### src/rtl/cdc_stable_capture_pkg.sv
// Shared definitions for the stable-capture stage of the bus synchroniser:
// the ceiling-log2 helper used to size the stability counter and the width
// of the optional overflow counter.
package cdc_stable_capture_pkg;

    localparam int OVF_CNT_WIDTH = 16;

    // Smallest r such that 2**r >= value (0 for value <= 1).
    function automatic int clog2(input int value);
        int v;
        int r;
        v = value - 32'sd1;
        r = 32'sd0;
        while (v > 32'sd0) begin
            r = r + 32'sd1;
            v = v >>> 1;
        end
        return r;
    endfunction

endpackage

### src/rtl/cdc_stability_counter.sv
// Stability tracker for the synchronised bus. Holds the last sampled value
// and a saturating count of how many further edges it has been seen
// unchanged. 'stable' is high on the edge at which the value has been sampled
// identically STABLE_CYCLES+1 times in a row; because the count saturates,
// that happens at most once per run of identical samples.
module cdc_stability_counter
    import cdc_stable_capture_pkg::*;
#(
    parameter int DATA_WIDTH    = 32,
    parameter int STABLE_CYCLES = 3
) (
    input  logic                  clk,
    input  logic                  rst,
    input  logic [DATA_WIDTH-1:0] data_in,
    output logic [DATA_WIDTH-1:0] sample,
    output logic                  stable
);

    localparam int CNT_WIDTH = (clog2(STABLE_CYCLES + 32'sd1) > 32'sd0) ?
                               clog2(STABLE_CYCLES + 32'sd1) : 32'sd1;
    localparam logic [CNT_WIDTH-1:0] CNT_MAX  = CNT_WIDTH'(STABLE_CYCLES);
    localparam logic [CNT_WIDTH-1:0] CNT_LAST = CNT_WIDTH'(STABLE_CYCLES - 32'sd1);
    localparam logic [CNT_WIDTH-1:0] CNT_ONE  = CNT_WIDTH'(32'sd1);

    logic [DATA_WIDTH-1:0] sample_d;
    logic [DATA_WIDTH-1:0] sample_q;
    logic [CNT_WIDTH-1:0]  cnt_d;
    logic [CNT_WIDTH-1:0]  cnt_q;

    // Next-state for the sample register and the saturating run counter.
    always_comb begin
        sample_d = sample_q;
        cnt_d    = cnt_q;
        if (data_in != sample_q) begin
            sample_d = data_in;
            cnt_d    = {CNT_WIDTH{1'b0}};
        end else if (cnt_q < CNT_MAX) begin
            cnt_d = cnt_q + CNT_ONE;
        end else begin
            cnt_d = cnt_q;
        end
    end

    // Sample and counter state, cleared asynchronously.
    always_ff @(posedge clk or posedge rst) begin
        if (rst) begin
            sample_q <= {DATA_WIDTH{1'b0}};
            cnt_q    <= {CNT_WIDTH{1'b0}};
        end else begin
            sample_q <= sample_d;
            cnt_q    <= cnt_d;
        end
    end

    assign sample = sample_q;
    assign stable = (data_in == sample_q) && (cnt_q == CNT_LAST);

endmodule

### src/rtl/cdc_stable_capture.sv
// Destination-domain capture stage behind a two-flop bus synchroniser.
// A value is committed to data_out once it has been sampled unchanged on
// STABLE_CYCLES+1 consecutive edges and differs from the last committed value
// (the very first qualified value after reset always commits). Each commit is
// presented once on a valid/ready interface; a commit while the previous value
// is still pending overwrites it.
// Optional feature: define STABLE_CAPTURE_OVF_EN to add the 16-bit saturating
// ovf_count output counting such overwrites.
module cdc_stable_capture
    import cdc_stable_capture_pkg::*;
#(
    parameter int DATA_WIDTH    = 32,
    parameter int STABLE_CYCLES = 3
) (
    input  logic                     clk,
    input  logic                     rst,
    input  logic [DATA_WIDTH-1:0]    data_in,
    input  logic                     out_ready,
    output logic [DATA_WIDTH-1:0]    data_out,
    output logic                     out_valid
`ifdef STABLE_CAPTURE_OVF_EN
    ,
    output logic [OVF_CNT_WIDTH-1:0] ovf_count
`endif
);

    logic [DATA_WIDTH-1:0] sample_s;
    logic                  stable_s;
    logic                  new_value_s;
    logic                  commit_s;

    logic [DATA_WIDTH-1:0] data_out_d;
    logic [DATA_WIDTH-1:0] data_out_q;
    logic                  out_valid_d;
    logic                  out_valid_q;
    logic                  have_committed_d;
    logic                  have_committed_q;

    cdc_stability_counter #(
        .DATA_WIDTH    (DATA_WIDTH),
        .STABLE_CYCLES (STABLE_CYCLES)
    ) u_stability (
        .clk     (clk),
        .rst     (rst),
        .data_in (data_in),
        .sample  (sample_s),
        .stable  (stable_s)
    );

    // A qualified value only commits if it is new, or nothing has committed yet.
    assign new_value_s = (sample_s != data_out_q) || !have_committed_q;
    assign commit_s    = stable_s && new_value_s;

    // Output register and valid/ready handshake next-state.
    always_comb begin
        data_out_d       = data_out_q;
        out_valid_d      = out_valid_q;
        have_committed_d = have_committed_q;
        if (commit_s) begin
            data_out_d       = sample_s;
            out_valid_d      = 1'b1;
            have_committed_d = 1'b1;
        end else if (out_valid_q && out_ready) begin
            out_valid_d = 1'b0;
        end else begin
            out_valid_d = out_valid_q;
        end
    end

    // Output and commit-history state, cleared asynchronously.
    always_ff @(posedge clk or posedge rst) begin
        if (rst) begin
            data_out_q       <= {DATA_WIDTH{1'b0}};
            out_valid_q      <= 1'b0;
            have_committed_q <= 1'b0;
        end else begin
            data_out_q       <= data_out_d;
            out_valid_q      <= out_valid_d;
            have_committed_q <= have_committed_d;
        end
    end

    assign data_out  = data_out_q;
    assign out_valid = out_valid_q;

`ifdef STABLE_CAPTURE_OVF_EN
    localparam logic [OVF_CNT_WIDTH-1:0] OVF_ONE = {{(OVF_CNT_WIDTH-1){1'b0}}, 1'b1};
    localparam logic [OVF_CNT_WIDTH-1:0] OVF_MAX = {OVF_CNT_WIDTH{1'b1}};

    logic                     overflow_s;
    logic [OVF_CNT_WIDTH-1:0] ovf_count_d;
    logic [OVF_CNT_WIDTH-1:0] ovf_count_q;

    // Overwrite of an unconsumed value; a same-edge consume is not an overflow.
    assign overflow_s = commit_s && out_valid_q && !out_ready;

    // Saturating overflow counter next-state.
    always_comb begin
        ovf_count_d = ovf_count_q;
        if (overflow_s && (ovf_count_q != OVF_MAX)) begin
            ovf_count_d = ovf_count_q + OVF_ONE;
        end else begin
            ovf_count_d = ovf_count_q;
        end
    end

    // Overflow counter state, cleared only by reset.
    always_ff @(posedge clk or posedge rst) begin
        if (rst) begin
            ovf_count_q <= {OVF_CNT_WIDTH{1'b0}};
        end else begin
            ovf_count_q <= ovf_count_d;
        end
    end

    assign ovf_count = ovf_count_q;
`endif

endmodule

### config.mk
export PLATFORM = sky130hd
export DESIGN_NAME = cdc_stable_capture
export DESIGN_NICKNAME = d
export VERILOG_FILES = /design/src/rtl/cdc_stable_capture_pkg.sv /design/src/rtl/cdc_stability_counter.sv /design/src/rtl/cdc_stable_capture.sv
export SDC_FILE = /design/constraint.sdc
export NUM_CORES = 1
export LEC_CHECK = 0
export CAP_MARGIN = 0
export CELL_PAD_IN_SITES_DETAIL_PLACEMENT = 1
export CELL_PAD_IN_SITES_GLOBAL_PLACEMENT = 2
export CORE_ASPECT_RATIO = 0.6
export CORE_MARGIN = 3
export CORE_UTILIZATION = 45
export DETAILED_ROUTE_END_ITERATION = 8
export DONT_BUFFER_PORTS = 1
export GPL_TIMING_DRIVEN = 1
export PLACE_DENSITY_LB_ADDON = 0.1
export SETUP_SLACK_MARGIN = 0.15
export SLEW_MARGIN = 20
export SYNTH_ARGS = -nofsm -noshare
export SYNTH_HDL_FRONTEND = slang
export SYNTH_SLANG_ARGS = --single-unit
### constraint.sdc
create_clock -name clk -period 3.9 [get_ports clk]
set_clock_uncertainty 0.05 [all_clocks]
set_input_delay 0.39 -clock clk [delete_from_list [all_inputs] [get_ports clk]]
set_output_delay 0.39 -clock clk [all_outputs]
set_load 0.02 [all_outputs]
# == Word level (Yosys, flattened, before mapping) ==
# Index checks and enable logic that the tools add are counted.
# totals
regBits,68
inputBits,35
output_inout_bits,33
elab_cells,22
# classes
n_addsub,1
n_lt_le_gt_ge,1
eq_ne,4
mux,4
n_reduce_logical,7
# op_table
op,count
$ne A32 B32 Y1,2
$eq A32 B32 Y1,1
$mux W2,2
$reduce_bool A2 Y1,2
$logic_and A1 B1 Y1,3
$add A2 B1 Y2 const B,1
$eq A2 B2 Y1 const B,1
$lt A2 B2 Y1 const B,1
$mux W1,2
$logic_not A1 Y1,1
$logic_or A1 B1 Y1,1

# == Logic depth before layout (Yosys ltp) ==
# logic_depth
word_depth,4
ltp_mapped,7
mapped_depth_nobuf,6

# == Hierarchy ==
# Synthesis repeated with hierarchy kept, for this count alone.
# unflattened
hier_cells,237
hier_area_um2,3086.7
# by_module_without_submodules
mod,instances,cells_per_inst,area_per_inst_um2,seq_area_each_um2
cdc_stable_capture,1,118,1704.1,850.8
cdc_stability_counter,1,119,1382.6,850.8

# == Worst setup path before layout ==
# OpenSTA, ideal clock, no wires.
# synth_timing
path_type,register to register
from,"register u_stability.sample_q[15], in the netlist u_stability.sample[15]"
to,"register data_out_q[10], in the netlist data_out[10]"
setup_ns,0.125
arrival_time_ns,2.038
required_ns,3.725
path_slack_ns,1.687
path_stages_with_launch,8
synth_period_minus_slack_ns,2.213
cell_sequence,dfrtp_1 -> xor2_1 -> nor4_1 -> nand4_1 -> or3_4 -> a41o_2 -> buf_6 -> mux2_4
# synth_between
elab_chain_cells,3
# synth_lines
element,line,rtl
start: declaration,cdc_stability_counter.sv:26,logic [DATA_WIDTH-1:0] sample_q;
start signal: assignment,cdc_stability_counter.sv:47,sample_q <= {DATA_WIDTH{1'b0}};
start signal: assignment,cdc_stability_counter.sv:50,sample_q <= sample_d;
$eq A32 B32 Y1 / $ne A32 B32 Y1 (equally long branches),"cdc_stability_counter.sv:56, cdc_stable_capture.sv:51",
$logic_and A1 B1 Y1 / $logic_or A1 B1 Y1 (equally long branches),"cdc_stability_counter.sv:56, cdc_stable_capture.sv:51",
$logic_and A1 B1 Y1 *,cdc_stable_capture.sv:52,assign commit_s = stable_s && new_value_s;
end signal: assignment,cdc_stable_capture.sv:73,data_out_q <= {DATA_WIDTH{1'b0}};
end signal: assignment,cdc_stable_capture.sv:77,data_out_q <= data_out_d;
end: declaration,cdc_stable_capture.sv:33,logic [DATA_WIDTH-1:0] data_out_q;
# Every way passes the cells marked *; elsewhere a longest branch is shown, timed or not.
# A chain may end at the register's enable or synchronous reset.

# == Worst setup path in the final report ==
# layout_timing
from,"register data_out_q[31], in the netlist data_out[31]"
to,"register data_out_q[30], in the netlist data_out[30]"
# layout_between
elab_chain_cells,3
# layout_lines
element,line,rtl
$ne A32 B32 Y1,cdc_stable_capture.sv:51,assign new_value_s = (sample_s != data_out_q) || !have_committed_q;
$logic_or A1 B1 Y1,cdc_stable_capture.sv:51,
$logic_and A1 B1 Y1,cdc_stable_capture.sv:52,
# Every way passes these cells.

==> reports/metrics.yaml <==
place:
  dp.final_hpwl_mm: 4.75
  portBuffers: 0
  routabilityCongestion: 0.754
  postPlaceCellArea_um2: 3080
  place_inst: 286
cells_and_area:
  num-fill-cells: 634
  finalInstanceArea_um2: 3360
  register_area_um2: 1700
  multi_input_area_um2: 1240
  nNetsFinal: 250
  instances_no_fill: 301
  final_core_util_pct: 52.4
  n_antenna_cell: 0
  syn_to_final_growth_pct: 7.82
  drive_gt1_share_pct: 22.6
power_and_ir_drop:
  share_comb_of_total_power_pct: 3.8
  pwr_density_cell_nw_per_um2: 473
  p_leak_uw: 0.00164
  p_clk_share_pct: 49.4
  ir_drop_mv: 0.310
  switchingPower_uw: 333
  p_seq_share_pct: 46.8
  swShare_pct: 20.9
  power.internal_uw: 1260
floorplanning:
  core_um2: 6410
  die_y_um: 70.5
  std_cell_rows: 22
  die_area_um2: 8000
  initial_utilization_pct: 48.6
  io_pins: 68
  die_w_um: 113
global_route:
  grt_max_degree: 36
  grt_pass1_wl_mm: 10.1
  grt_pass1_vias: 1791
  antenna_found_initial: 0
  grt_overflow_total: 0
  track_usage_pct: 17.3
synthesis:
  dominantRegCellSynth: "dfrtp_1"
  synth.yosys.seq_area_share_pct: 54.6
  ys_ff_latch: 68
  synth.largest_area_cell: "dfrtp_1"
  synth_fp_nets: 273
  synth_top_area_share_pct: 54.6
  yosys-top-cells-area: "dfrtp_1 (55%), xor2_1 (14%), mux2_4 (14%)"
  netlist_area_um2: 3120
  synth-edff-count: 0
  yosysWarnings: 0
  synthArstFlopShare_pct: 100
  syn_area_per_cell_um2: 13.2
  synth_cell_types: 20
  netlist_instances: 236
critical_path:
  cp.required_ps: 4060
  cpPeakStageDelay_ps: 940
  cp_cell_sequence: "xor2_1 -> nor4_1 -> nand4_1 -> nor4_1 -> a41o_2 -> mux2_2"
  cp-end-kind: "flip-flop"
  path_class: "reg -> reg"
  rrSetupSlack_ps: 890
  crit_top_cell: "nor4_1"
  crit_arrival_ps: 3170
  crit_family: "compound AO/OA/AOI/OAI gates"
  crit_path_max_fanout: 31
  cp_num_buf_inv: 0
  start_kind: "flip-flop"
  r2r-end: "data_out[30]$_DFFE_PP0P_"
  r2r_start: "data_out[31]$_DFFE_PP0P_"
  crit_slowest_cell: "a41o_2"
  rr_worst_depth: 6
routing:
  post_drt_wl_per_cell_um: 21.3
  vias: 1577
  drc_errors: 0
  drtIter0Drc: 59
  vias_per_cell: 5.24
  route.antenna.remaining_nets: 0
  finalWirelength_mm: 6.40
  dr.pass1.iters: 5
clock_tree:
  clock_path_buffers: 2
  clkTransAtPathRegs_ps: 50
  post-cts-setup-buffer-count: 0
  root_buffer: "clkbuf_16"
  insertion_delay_ps: 330
  cts_made_buffers: 9
  post_cts_resized: 0
  cts.sinks: 68
  holdBufCountCts: 0
  cts_tree: "yes"
  cts-htree-levels: 3
sta:
  min_period_ps: 3010
  worst-slew-pin-transition_ps: 1020
  finalHoldViolations: 0
  slew_violations: 0
  slew_headroom_pct: 31.7
  rsz0062_at_grt: "no"
  setup_violations: 0
  fmax_mhz: 332
  fin_setup_tns_ps: 0
  fin_crit_sh_pct: 77.2
hold_path:
  hp-class: "in -> async"
run:
  cap_violations: 0
run_status:
  status: "completed"
## power by group through the flow
stage	Combinational (uW)	Clock, uW	Sequential (uW)
after floorplan	55.8	0	751
after global placement	61.2	0	755
after detailed placement	61.9	0	756
after CTS	63.2	810	744
after global routing	69.2	846	746
final	60.8	785	744
## worst max path at each step
stage                                            start                       end  slack, ps  depth (start not counted)
floorplan           u_stability.sample[15]$_DFFE_PP0P_  data_out[10]$_DFFE_PP0P_       1690                          7
global placement              data_out[18]$_DFFE_PP0P_  data_out[30]$_DFFE_PP0P_        940                          6
detailed placement            data_out[18]$_DFFE_PP0P_  data_out[30]$_DFFE_PP0P_        870                          6
finish                        data_out[31]$_DFFE_PP0P_  data_out[30]$_DFFE_PP0P_        890                          6
CTS                           data_out[18]$_DFFE_PP0P_  data_out[30]$_DFFE_PP0P_        860                          6
global route                  data_out[31]$_DFFE_PP0P_  data_out[30]$_DFFE_PP0P_        680                          6
## metrics by stage
step / power [uW] / setup slack, ps / hold slack [ps]
after detailed placement: 818 / 869 / 372
after CTS: 1620 / 858 / 21.8
after floorplan: 807 / 1690 / 376
after global routing: 1660 / 685 / 16.3
final: 1590 / 890 / 5.18
after global placement: 816 / 936 / 362
## synth_stat cells, types with 2 or more instances
| cell type | count |
|---|---|
| nor2_1 | 3 |
| mux2_2 | 3 |
| ha_1 | 2 |
| nor4_1 | 13 |
| mux2_4 | 29 |
| xor2_1 | 51 |
| buf_6 | 3 |
| o21ai_0 | 2 |
| dfrtp_1 | 68 |
| nand4_1 | 5 |
| xnor2_1 | 13 |
| clkbuf_1 | 32 |
| inv_1 | 5 |
## sequential cells by signal, indices dropped and copies added (netlist names)
signal / cells
u_stability.cnt_q: 2
data_out: 32
have_committed_q: 1
u_stability.sample: 32
out_valid: 1
## kinds of logic (layout without fill, tap and decap cells)
kind of cell / after synthesis / in the layout / share of synthesized area, %
adder cells (fa/ha/maj): 2 / 2 / 0.802
AO/OA/AOI/OAI: 5 / 5 / 1.12
buffers and inverters: 40 / 21 / 5.54
flip-flops: 68 / 68 / 54.6
multiplexers: 32 / 32 / 15.0
XOR/XNOR: 64 / 64 / 18.0
AND/OR/NAND/NOR: 25 / 25 / 4.94
## area by class of cell
cell class,instances,area share [%]
multi-input cells,128,37.0
clock buffers,13,7.44
clock inverters,2,1.04
well taps,84,3.13
flip-flops and latches,68,50.6
repair buffers,1,0.223
inverters,5,0.558
## metal layers
metal / wire (um) / vias up / part of all wire (%) / track usage [%]
met5: 0 / - / 0 / 0
met4: 109 / 0 / 1.7 / 8.00
met3: 574 / 10 / 9.0 / 8.83
met2: 2700 / 53 / 42 / 22.8
met1: 3010 / 798 / 47 / 23.4
li1: - / 716 / - / -
## layout by cell type, fill, tap and decap left out, types with 2 or more instances in the layout
master      n
clkbuf_1    3
clkbuf_16   9
dfrtp_1    68
ha_1        2
inv_1       4
mux2_2      3
mux2_4     29
nand4_1     5
nor2_1      3
nor4_1     13
o21ai_0     2
xnor2_1    13
xor2_1     51
## worst reg2reg max path, cell delays in order (launching register included)
cell,delay (ps)
dfrtp_1,480
xor2_1,190
nor4_1,420
nand4_1,160
nor4_1,240
a41o_2,940
mux2_2,430
Power figures use the tool's default switching activity.
